==> config.mk <==
export PLATFORM = sky130hd
export DESIGN_NAME = reg_scoreboard
export DESIGN_NICKNAME = d
export VERILOG_FILES = /design/src/rtl/regfile_pkg.sv /design/src/rtl/sb_stage_reg.sv /design/src/rtl/reg_scoreboard.sv
export SDC_FILE = /design/constraint.sdc
export NUM_CORES = 1
export LEC_CHECK = 0
export CELL_PAD_IN_SITES_DETAIL_PLACEMENT = 0
export CELL_PAD_IN_SITES_GLOBAL_PLACEMENT = 1
export CORE_ASPECT_RATIO = 1.5
export CORE_MARGIN = 2
export CORE_UTILIZATION = 41
export DETAILED_ROUTE_END_ITERATION = 8
export HOLD_SLACK_MARGIN = 0.12
export MAX_ROUTING_LAYER = met4
export PLACE_DENSITY_LB_ADDON = 0.1
export SYNTH_ARGS = -nofsm -noshare
export SYNTH_HDL_FRONTEND = slang
export SYNTH_HIERARCHICAL = 1
export SYNTH_SLANG_ARGS = --single-unit
==> constraint.sdc <==
create_clock -name clk -period 4.3 [get_ports clk]
set_input_delay 0.645 -clock clk [delete_from_list [all_inputs] [get_ports clk]]
set_output_delay 0.645 -clock clk [all_outputs]
set_load 0.05 [all_outputs]
==> src/rtl/regfile_pkg.sv <==
// regfile_pkg: shared register-file constants, forward-select encodings and scoreboard entry type.
package regfile_pkg;
    localparam int ADDR_W   = 3;
    localparam int NUM_REGS = 8;

    localparam logic [1:0] FWD_NONE = 2'b00;
    localparam logic [1:0] FWD_EX   = 2'b01;
    localparam logic [1:0] FWD_MEM  = 2'b10;
    localparam logic [1:0] FWD_WB   = 2'b11;

    typedef struct packed {
        logic              valid;
        logic [ADDR_W-1:0] rd;
        logic              writes;
        logic              is_load;
    } sb_entry_t;

    // Youngest producer wins.
    function automatic logic [1:0] fwd_sel(input logic ex_hit, input logic mem_hit, input logic wb_hit);
        return ex_hit ? FWD_EX : mem_hit ? FWD_MEM : wb_hit ? FWD_WB : FWD_NONE;
    endfunction
endpackage

==> src/rtl/sb_stage_reg.sv <==
// sb_stage_reg: one scoreboard pipeline entry with load-or-bubble capture and per-source matching.
module sb_stage_reg
    import regfile_pkg::*;
(
    input  logic              clk,
    input  logic              rst,
    input  logic              i_load,
    input  sb_entry_t         i_entry,
    input  logic [ADDR_W-1:0] i_rs,
    input  logic [ADDR_W-1:0] i_rt,
    output sb_entry_t         o_entry,
    output logic              o_match_rs,
    output logic              o_match_rt
);
    sb_entry_t r_entry;
    logic      w_live;

    always_ff @(posedge clk or posedge rst)
        if (rst) r_entry <= '0;
        else     r_entry <= i_load ? i_entry : '0;

    assign w_live     = r_entry.valid & r_entry.writes;
    assign o_entry    = r_entry;
    assign o_match_rs = w_live & (r_entry.rd == i_rs) & (i_rs != '0);
    assign o_match_rt = w_live & (r_entry.rd == i_rt) & (i_rt != '0);
endmodule

==> src/rtl/reg_scoreboard.sv <==
// reg_scoreboard: EX/MEM/WB destination tracking, forwarding selects, load-use stall and WB write control.
// Optional stall counter enabled by defining SCOREBOARD_STATS_EN.
module reg_scoreboard
    import regfile_pkg::*;
#(
    parameter int ADDR_W   = regfile_pkg::ADDR_W,
    parameter int NUM_REGS = regfile_pkg::NUM_REGS
) (
    input  logic              clk,
    input  logic              rst,
    input  logic              issue_valid,
    input  logic [ADDR_W-1:0] issue_rs,
    input  logic [ADDR_W-1:0] issue_rt,
    input  logic [ADDR_W-1:0] issue_rd,
    input  logic              issue_writes,
    input  logic              issue_is_load,
    input  logic              flush,
    output logic              stall,
    output logic [1:0]        fwd_a,
    output logic [1:0]        fwd_b,
    output logic              wb_reg_write,
    output logic [ADDR_W-1:0] wb_write_reg
`ifdef SCOREBOARD_STATS_EN
    ,
    output logic [15:0]       stall_count
`endif
);
    localparam int RD_W = $clog2(NUM_REGS);

    sb_entry_t w_issue, w_ex, w_mem, w_wb;
    logic      w_ex_rs, w_ex_rt, w_mem_rs, w_mem_rt, w_wb_rs, w_wb_rt;
    logic      w_stall, w_accept, w_wb_live, w_fwd_en, w_unused;

    // r0 is never a real destination, so it enters the pipe as a non-writer.
    assign w_issue = '{valid: 1'b1, rd: issue_rd[RD_W-1:0], writes: issue_writes & (issue_rd != '0), is_load: issue_is_load};

    assign w_stall  = issue_valid & ~flush & w_ex.is_load & (w_ex_rs | w_ex_rt);
    assign w_accept = issue_valid & ~w_stall & ~flush;

    sb_stage_reg u_ex (
        .clk(clk), .rst(rst), .i_load(w_accept), .i_entry(w_issue),
        .i_rs(issue_rs), .i_rt(issue_rt), .o_entry(w_ex), .o_match_rs(w_ex_rs), .o_match_rt(w_ex_rt)
    );
    sb_stage_reg u_mem (
        .clk(clk), .rst(rst), .i_load(~flush), .i_entry(w_ex),
        .i_rs(issue_rs), .i_rt(issue_rt), .o_entry(w_mem), .o_match_rs(w_mem_rs), .o_match_rt(w_mem_rt)
    );
    sb_stage_reg u_wb (
        .clk(clk), .rst(rst), .i_load(1'b1), .i_entry(w_mem),
        .i_rs(issue_rs), .i_rt(issue_rt), .o_entry(w_wb), .o_match_rs(w_wb_rs), .o_match_rt(w_wb_rt)
    );

    // A load still in EX has no result yet, so it never feeds the EX bypass.
    assign w_fwd_en = issue_valid & ~w_stall;
    assign fwd_a    = w_fwd_en ? fwd_sel(w_ex_rs & ~w_ex.is_load, w_mem_rs, w_wb_rs) : FWD_NONE;
    assign fwd_b    = w_fwd_en ? fwd_sel(w_ex_rt & ~w_ex.is_load, w_mem_rt, w_wb_rt) : FWD_NONE;
    assign stall    = w_stall;

    assign w_wb_live    = w_wb.valid & w_wb.writes;
    assign wb_reg_write = w_wb_live;
    assign wb_write_reg = w_wb_live ? w_wb.rd : '0;
    assign w_unused     = w_wb.is_load;

`ifdef SCOREBOARD_STATS_EN
    logic [15:0] r_stall_count;

    always_ff @(posedge clk or posedge rst)
        if (rst)                                   r_stall_count <= '0;
        else if (w_stall && r_stall_count != '1)   r_stall_count <= r_stall_count + 16'd1;

    assign stall_count = r_stall_count;
`endif
endmodule

* Yosys cells after proc, flatten, opt, wreduce, memory -nomap -nowiden
Index checks and enable logic that the tools add are counted.
** Storage, ports and cells
- Register bits after elaboration :: 16
- Word-level logic and storage cells :: 57
- Output and inout port bits :: 9
** Operators by class
- Equal/unequal tests :: 6
- Bitwise operators :: 27
- Reduce and logical (&&, ||, !) cells :: 3
- Muxes and demuxes :: 11
** Operator list (number)
- 1-bit AND :: 23
- 3-bit equality test :: 6
- 2-bit two-way mux :: 8
- 6-bit two-way mux :: 2
- 3-bit nonzero test :: 3
- 3-bit two-way mux :: 1
- 1-bit NOT :: 3
- 1-bit OR :: 1

* Longest topological paths before layout
Gate-level depths: netlist (run 1).
- Depth in word-level cells :: 9
- Depth in mapped cells :: 6
- Gate-level depth less buffers :: 6

* Hierarchy
Netlist (run 1), hierarchy kept.
** By module, submodules not included
- sb_stage_reg :: times used 3, cells an instance 25, area an instance 287.8 µm², seq. area each 150.1 µm²
- reg_scoreboard :: times used 1, cells an instance 24, area an instance 193.9 µm², seq. area each 0.0 µm²

* Least setup slack after synthesis (run 1)
Ideal clock, no wire load.
- Path kind :: input-to-output
- From :: input issue_rt[0]
- To :: output fwd_b[0]
- Slack :: 0.963 ns
- Arrival time :: 2.692 ns
- Stages :: 4
- Path through :: o21bai_1 > a2111oi_2 > or2b_1 > a221oi_1
** Between the ends
- Cells in the longest elaborated chain, start to end :: 8
- Elaborated cells between the ends (all ways) :: 19
- Those cells by class :: eq/ne (3); mux (4); bitwise (11); reduce/logical (1)
** RTL lines
- start: declaration :: line reg_scoreboard.sv:13 : input logic [ADDR_W-1:0] issue_rt,
- 3-bit equality test :: line sb_stage_reg.sv:25 : assign o_match_rt = w_live & (r_entry.rd == i_rt) & (i_rt != '0);
- 1-bit AND :: line sb_stage_reg.sv:25
- 1-bit AND * :: line sb_stage_reg.sv:25
- named net w_ex_rt :: line reg_scoreboard.sv:31 : logic w_ex_rs, w_ex_rt, w_mem_rs, w_mem_rt, w_wb_rs, w_wb_rt;
- 1-bit OR :: line reg_scoreboard.sv:37 : assign w_stall = issue_valid & ~flush & w_ex.is_load & (w_ex_rs | w_ex_rt);
- 1-bit AND :: line reg_scoreboard.sv:37
- 1-bit NOT :: line reg_scoreboard.sv:54 : assign w_fwd_en = issue_valid & ~w_stall;
- 1-bit AND :: line reg_scoreboard.sv:54
- 2-bit two-way mux * :: line reg_scoreboard.sv:56 : assign fwd_b = w_fwd_en ? fwd_sel(w_ex_rt & ~w_ex.is_load, w_mem_rt, w_wb_rt) : FWD_NONE;
- end: declaration :: line reg_scoreboard.sv:20 : output logic [1:0] fwd_b,
Mark *: on every way through the listed nets, which the timed path passes. The rest lies on a longest branch.

* Final worst setup path (run 1)
- From :: input issue_rt[2]
- To :: output fwd_b[0]
Same word-level chain as after synthesis.

==> results.yml, run 1 <==
critical_path:
  required_ns: 3.65
  cp.arrival_ns: 3.15
  slowest_delay_ns: 0.84
  slowest_stage: "clkdlybuf4s50_1"
  cp-end-kind: "output pin"
  cp_common_cell: "clkdlybuf4s50_1"
  cp_max_fo: 6
  path_class: "in2out"
  critPathLaunch: "issue_rt[2]"
  rr_startpoint: "u_ex/o_entry[3]"
  crit_path_cell_trace: "clkdlybuf4s50_1 -> o21bai_1 -> a2111oi_2 -> or2b_1 -> a221oi_1 -> clkdlybuf4s50_1"
  r2r_slack_ns: 2.44
  critPathLaunchType: "input port"
floorplan:
  die_area_mm2: 0.00284
  core_mm2: 0.00226
  num_rows: 21
  initial_utilization_pct: 44.0
  die_w_um: 44.2
  dieHeight_um: 64.3
  io_pins: 24
clock_tree:
  hold_buffers: 0
  cts_root_buf: "clkbuf_4"
  clockBufferDepth: 2
  clk_latency_ns: 0.27
  h-tree-depth: 1
  cts_resized: 0
  cts_buffers: 3
  cts_setup_buffers: 0
  path_clk_slew_ns: 0.08
  cts.sinks: 16
  cts_tree: "yes"
layout:
  n_fill_cell: 185
  n_antenna_cell: 0
  nets: 143
  drive_gt1_share_pct: 10.2
  syn2layout_area_growth_pct: 31.6
  fin_util_pct: 57.9
sta:
  maxSlewHeadroom_pct: 66.2
  max_freq_mhz: 263
  fin_crit_sh_pct: 88.4
  finalMaxSlewViolations: 0
  hold_viol_final: 0
  worst_pin_slew_ns: 0.504
  skew_ns: 0.000376
  layout_min_cycle_time_ns: 3.80
  tns_ns: 0
  setup_viol: 0
  rsz0062_at_grt: "no"
power:
  pwr_density_cell_mw_per_mm2: 223
  p_leak_nw: 0.562
  peakVddDrop_mv: 0.191
  switching_share_pct: 22.4
  clkPwrFrac_pct: 31.9
  seq_power_share_pct: 54.5
  power_frac_comb_pct: 13.6
  p_int_mw: 0.227
  p_switching_mw: 0.0655
run_status:
  status: "complete, no violations"
flow_run:
  maxCapViolations: 0
global_route:
  grt.total_usage_pct: 16.9
  grt_max_degree: 10
  grt_pass1_vias: 801
  antenna_found_initial: 0
  grt_pass1_wl_mm: 3.53
  overflow: 0
yosys:
  postSynthAreaPerCell_um2: 10.5
  ys_warn_count: 6
  syn_inst: 95
  syn_area_um2: 995
detailed_routing:
  vias: 776
  drc: 0
  drtIter0Drc: 14
  post_drt_via_cell_ratio: 5.17
  firstDrtPassIters: 4
  wl_mm: 2.03
  antenna_left: 0
  wire_per_inst_um: 13.5
worst_hold_path:
  hold_path_class: "reg2reg"
  hold_start: "u_mem/o_entry[2]"
placement:
  hpwlAfterDp_mm: 1.71
  io_buffers: 23
  gp_congestion: 0.766
[state kept, by name (all words and copies together) (netlist names)]
name,cells
u_ex/o_entry,6
u_mem/o_entry,5
u_wb/o_entry,5
[power by group through the flow]
stage                     logic [mW]  clock network, mW  registers, mW
after detailed placement      0.0400                  0          0.162
after floorplan               0.0200                  0          0.161
after CTS                     0.0403             0.0968          0.159
final                         0.0398             0.0932          0.159
after global routing          0.0442              0.106          0.160
after global placement        0.0392                  0          0.162
[critical path: cells and delay by family]
kind | cells | cell delay (ns)
AND/OR/NAND/NOR | 1 | 0.27
AO/OA/AOI/OAI | 3 | 0.78
buffers and inverters | 2 | 1.45
[metal layers]
layer	part of all wire [%]	track usage (%)	vias up
li1	-	-	390
met1	41	19.6	363
met2	52	27.8	19
met3	4.2	1.69	4
met4	2.7	9.09	0
met5	0	-	-
[cells in the final DEF, fill, tap and decap left out, types with 2 or more instances in the layout]
| cell type | count |
|---|---|
| clkdlybuf4s50_1 | 23 |
| a2111oi_4 | 2 |
| o21ba_2 | 3 |
| dfrtp_1 | 16 |
| nor2b_1 | 2 |
| o211ai_1 | 3 |
| conb_1 | 6 |
| and3_1 | 4 |
| xor2_1 | 9 |
| and2_1 | 17 |
| clkbuf_4 | 3 |
| o21bai_1 | 3 |
| xnor2_1 | 3 |
| a2111oi_2 | 3 |
| nand2b_1 | 3 |
| nor2_1 | 5 |
| nor3_1 | 3 |
| inv_1 | 8 |
| a221oi_1 | 2 |
| o2111ai_1 | 3 |
[stage by stage]
stage                     total power [mW]  instance area, um^2  hold slack [ns]  instances  worst slack [ns]
after global placement               0.202                 1270            0.522        146             0.549
after global routing                 0.311                 1310            0.579        150             0.381
after floorplan                      0.181                 1010            0.424        100             0.963
after detailed placement             0.202                 1270            0.526        146             0.478
after CTS                            0.297                 1310            0.549        150             0.473
final                                0.292                 1310            0.541        150             0.500
[cell type report]
cell class	count	area (um^2)	share of cell area [%]
multi-input cells	76	583	44.6
flip-flops and latches	16	400	30.6
clock buffers	4	36.3	2.77
repair buffers	23	230	17.6
well taps	23	28.8	2.20
inverters	8	30.0	2.29
[final timing paths]
kind / endpoint / cells past startpoint
worst max-delay path: fwd_b[0] / 6
worst min-delay path: u_wb/o_entry[2] / 1
worst max register to register: u_ex/o_entry[4] / 6
worst min register to register: u_wb/o_entry[2] / 1
max in group asynchronous: u_ex/o_entry[0] / 2
min in group asynchronous: u_wb/o_entry[1] / 2
Power figures use the tool's default switching activity.
==> run 2, diff against run 1 <==
--- a/config.mk
+++ b/config.mk
@@ -13,7 +13,7 @@
 export DETAILED_ROUTE_END_ITERATION = 8
 export HOLD_SLACK_MARGIN = 0.12
 export MAX_ROUTING_LAYER = met4
-export PLACE_DENSITY_LB_ADDON = 0.1
+export PLACE_DENSITY = 0.88
 export SYNTH_ARGS = -nofsm -noshare
 export SYNTH_HDL_FRONTEND = slang
 export SYNTH_HIERARCHICAL = 1
==> constraint.sdc (replaced) <==
create_clock -name clk -period 4.3 [get_ports clk]
set_input_delay 1.075 -clock clk [delete_from_list [all_inputs] [get_ports clk]]
set_output_delay 1.075 -clock clk [all_outputs]
set_load 0.05 [all_outputs]
==> run 2 against run 1 <==
Combinational power hardly changed. Wire length is 2.3% higher. Count of clock-buffer cells in the layout is 1 lower. Global-route usage is 1.2 points higher. Power is 6.3% lower. Non-clock buffer count stayed put. Critical path type unchanged. Critical endpoint unchanged. Largest cell class unchanged. Largest power group unchanged. Highest routed layer unchanged.
==> results.yml, run 2 (synthesis gave the netlist of run 1 again) <==
global_route:
  grt_pass1_vias: 860
  grt.total_usage_pct: 18.0
  overflow: 0
  antenna_found_initial: 0
  grt_max_degree: 9
  grt_pass1_wl_mm: 3.83
placement:
  gp_congestion: 0.860
  io_buffers: 23
  hpwlAfterDp_mm: 1.77
  dpl_worst_slack_ns: 0.0952
sta:
  worst_pin_slew_ns: 0.506
  layout_min_cycle_time_ns: 4.11
  skew_ns: 0.00248
  rsz0062_at_grt: "no"
  hold_viol_final: 0
  max_freq_mhz: 243
  setup_slack_ns: 0.189
  maxSlewHeadroom_pct: 66.1
  setup_viol: 0
  tns_ns: 0
  finalMaxSlewViolations: 0
  fin_crit_sh_pct: 95.6
floorplan:
  io_pins: 24
  initial_utilization_pct: 44.0
  num_rows: 21
  die_w_um: 44.2
  dieHeight_um: 64.3
  die_area_mm2: 0.00284
  core_mm2: 0.00226
layout:
  syn2layout_area_growth_pct: 35.8
  largest_register_ffs: 6
  nets: 143
  n_antenna_cell: 0
  final_cell_mix: "clkdlybuf4s50_1 (18), and2_1 (17), dfrtp_1 (16), xor2_1 (9), inv_1 (8)"
  layout_commonest_cell: "clkdlybuf4s50_1"
  drive_gt1_share_pct: 14.3
clock_tree:
  cts.sinks: 16
  path_clk_slew_ns: 0.08
  clk_latency_ns: 0.28
  cts_root_buf: "clkbuf_4"
  cts_tree: "yes"
  cts_setup_buffers: 0
  clockBufferDepth: 2
  cts_buffers: 3
  h-tree-depth: 1
detailed_routing:
  wl_mm: 2.07
  drtIter0Drc: 13
  vias: 813
  post_drt_via_cell_ratio: 5.46
  firstDrtPassIters: 4
  drc: 0
  antenna_left: 0
  wire_per_inst_um: 13.9
power:
  p_leak_nw: 0.578
  pwr_density_cell_mw_per_mm2: 203
  peakVddDrop_mv: 0.170
critical_path:
  slowest_stage: "clkdlybuf4s50_1"
  r2r_slack_ns: 2.39
  required_ns: 3.22
  path_class: "in2out"
  cp.arrival_ns: 3.04
  cp-end-kind: "output pin"
  crit_path_cell_trace: "clkdlybuf4s50_1 -> o21bai_1 -> a2111oi_2 -> or2b_1 -> a221oi_2 -> buf_12"
  cp_num_buf_inv: 2
  cp_max_fo: 6
  crit_family: "compound AO/OA/AOI/OAI gates"
  critPathLaunchType: "input port"
  slowest_delay_ns: 0.62
flow_run:
  maxCapViolations: 0
worst_hold_path:
  hold_path_class: "reg2reg"
run_status:
  status: "complete, no violations"
-- run 2: layer usage --
metal / up-vias / part of all wire, % / routed length, um / global-route usage [%]
met1: 395 / 37 / 761 / 20.1
met3: 2 / 5.1 / 105 / 3.11
li1: 395 / - / - / -
met4: 0 / 0.82 / 17 / 4.55
met5: - / 0 / 0 / -
met2: 21 / 57 / 1190 / 32.2
-- run 2: report_power, final --
part	switching (mW)	internal [mW]
Sequential	0.00514	0.154
Clock	0.0419	0.0325
Combinational	0.0188	0.0212
-- run 2: final cells by class --
cell class / instances / area (um^2)
Multi-Input combinational cell: 76 / 589
Fill cell: 206 / 908
Inverter: 8 / 30.0
Timing Repair Buffer: 23 / 280
Sequential cell: 16 / 400
Tap cell: 23 / 28.8
Clock buffer: 3 / 22.5
-- run 2: path summary, 6_finish.rpt --
check	startpoint	to	depth (start not counted)
max in group asynchronous	rst	u_ex/o_entry[4]	2
min in group asynchronous	rst	u_mem/o_entry[4]	2
min	u_mem/o_entry[5]	u_wb/o_entry[5]	1
min reg2reg	u_mem/o_entry[5]	u_wb/o_entry[5]	1
max reg2reg	u_ex/o_entry[3]	u_ex/o_entry[1]	6
max	issue_rt[2]	fwd_b[0]	6
-- run 2: repair_timing --
action,4_1_cts,5_1_grt
resized for setup,0,1
endpoints found under the setup margin,0,1
hold buffers,0,0
-- run 2: worst register-to-register path: stages (launching register included) --
cell	delay [ns]
dfrtp_1	0.46
o21ba_2	0.24
nor2_1	0.08
nor3_1	0.08
or2_4	0.29
a211oi_1	0.49
and2_1	0.21
-- run 2: through the flow --
| stage | hold WS, ns | power, mW | instances | instance area [um^2] | utilization [%] |
|---|---|---|---|---|---|
| final | 0.540 | 0.274 | 149 | 1350 | 59.8 |
| after global routing | 0.564 | 0.290 | 149 | 1350 | 59.8 |
| after CTS | 0.543 | 0.278 | 149 | 1350 | 59.5 |
| after detailed placement | 0.524 | 0.202 | 146 | 1320 | 58.5 |
| after global placement | 0.510 | 0.201 | 146 | 1320 | 58.5 |
| after floorplan | 0.480 | 0.181 | 100 | 1010 | - |
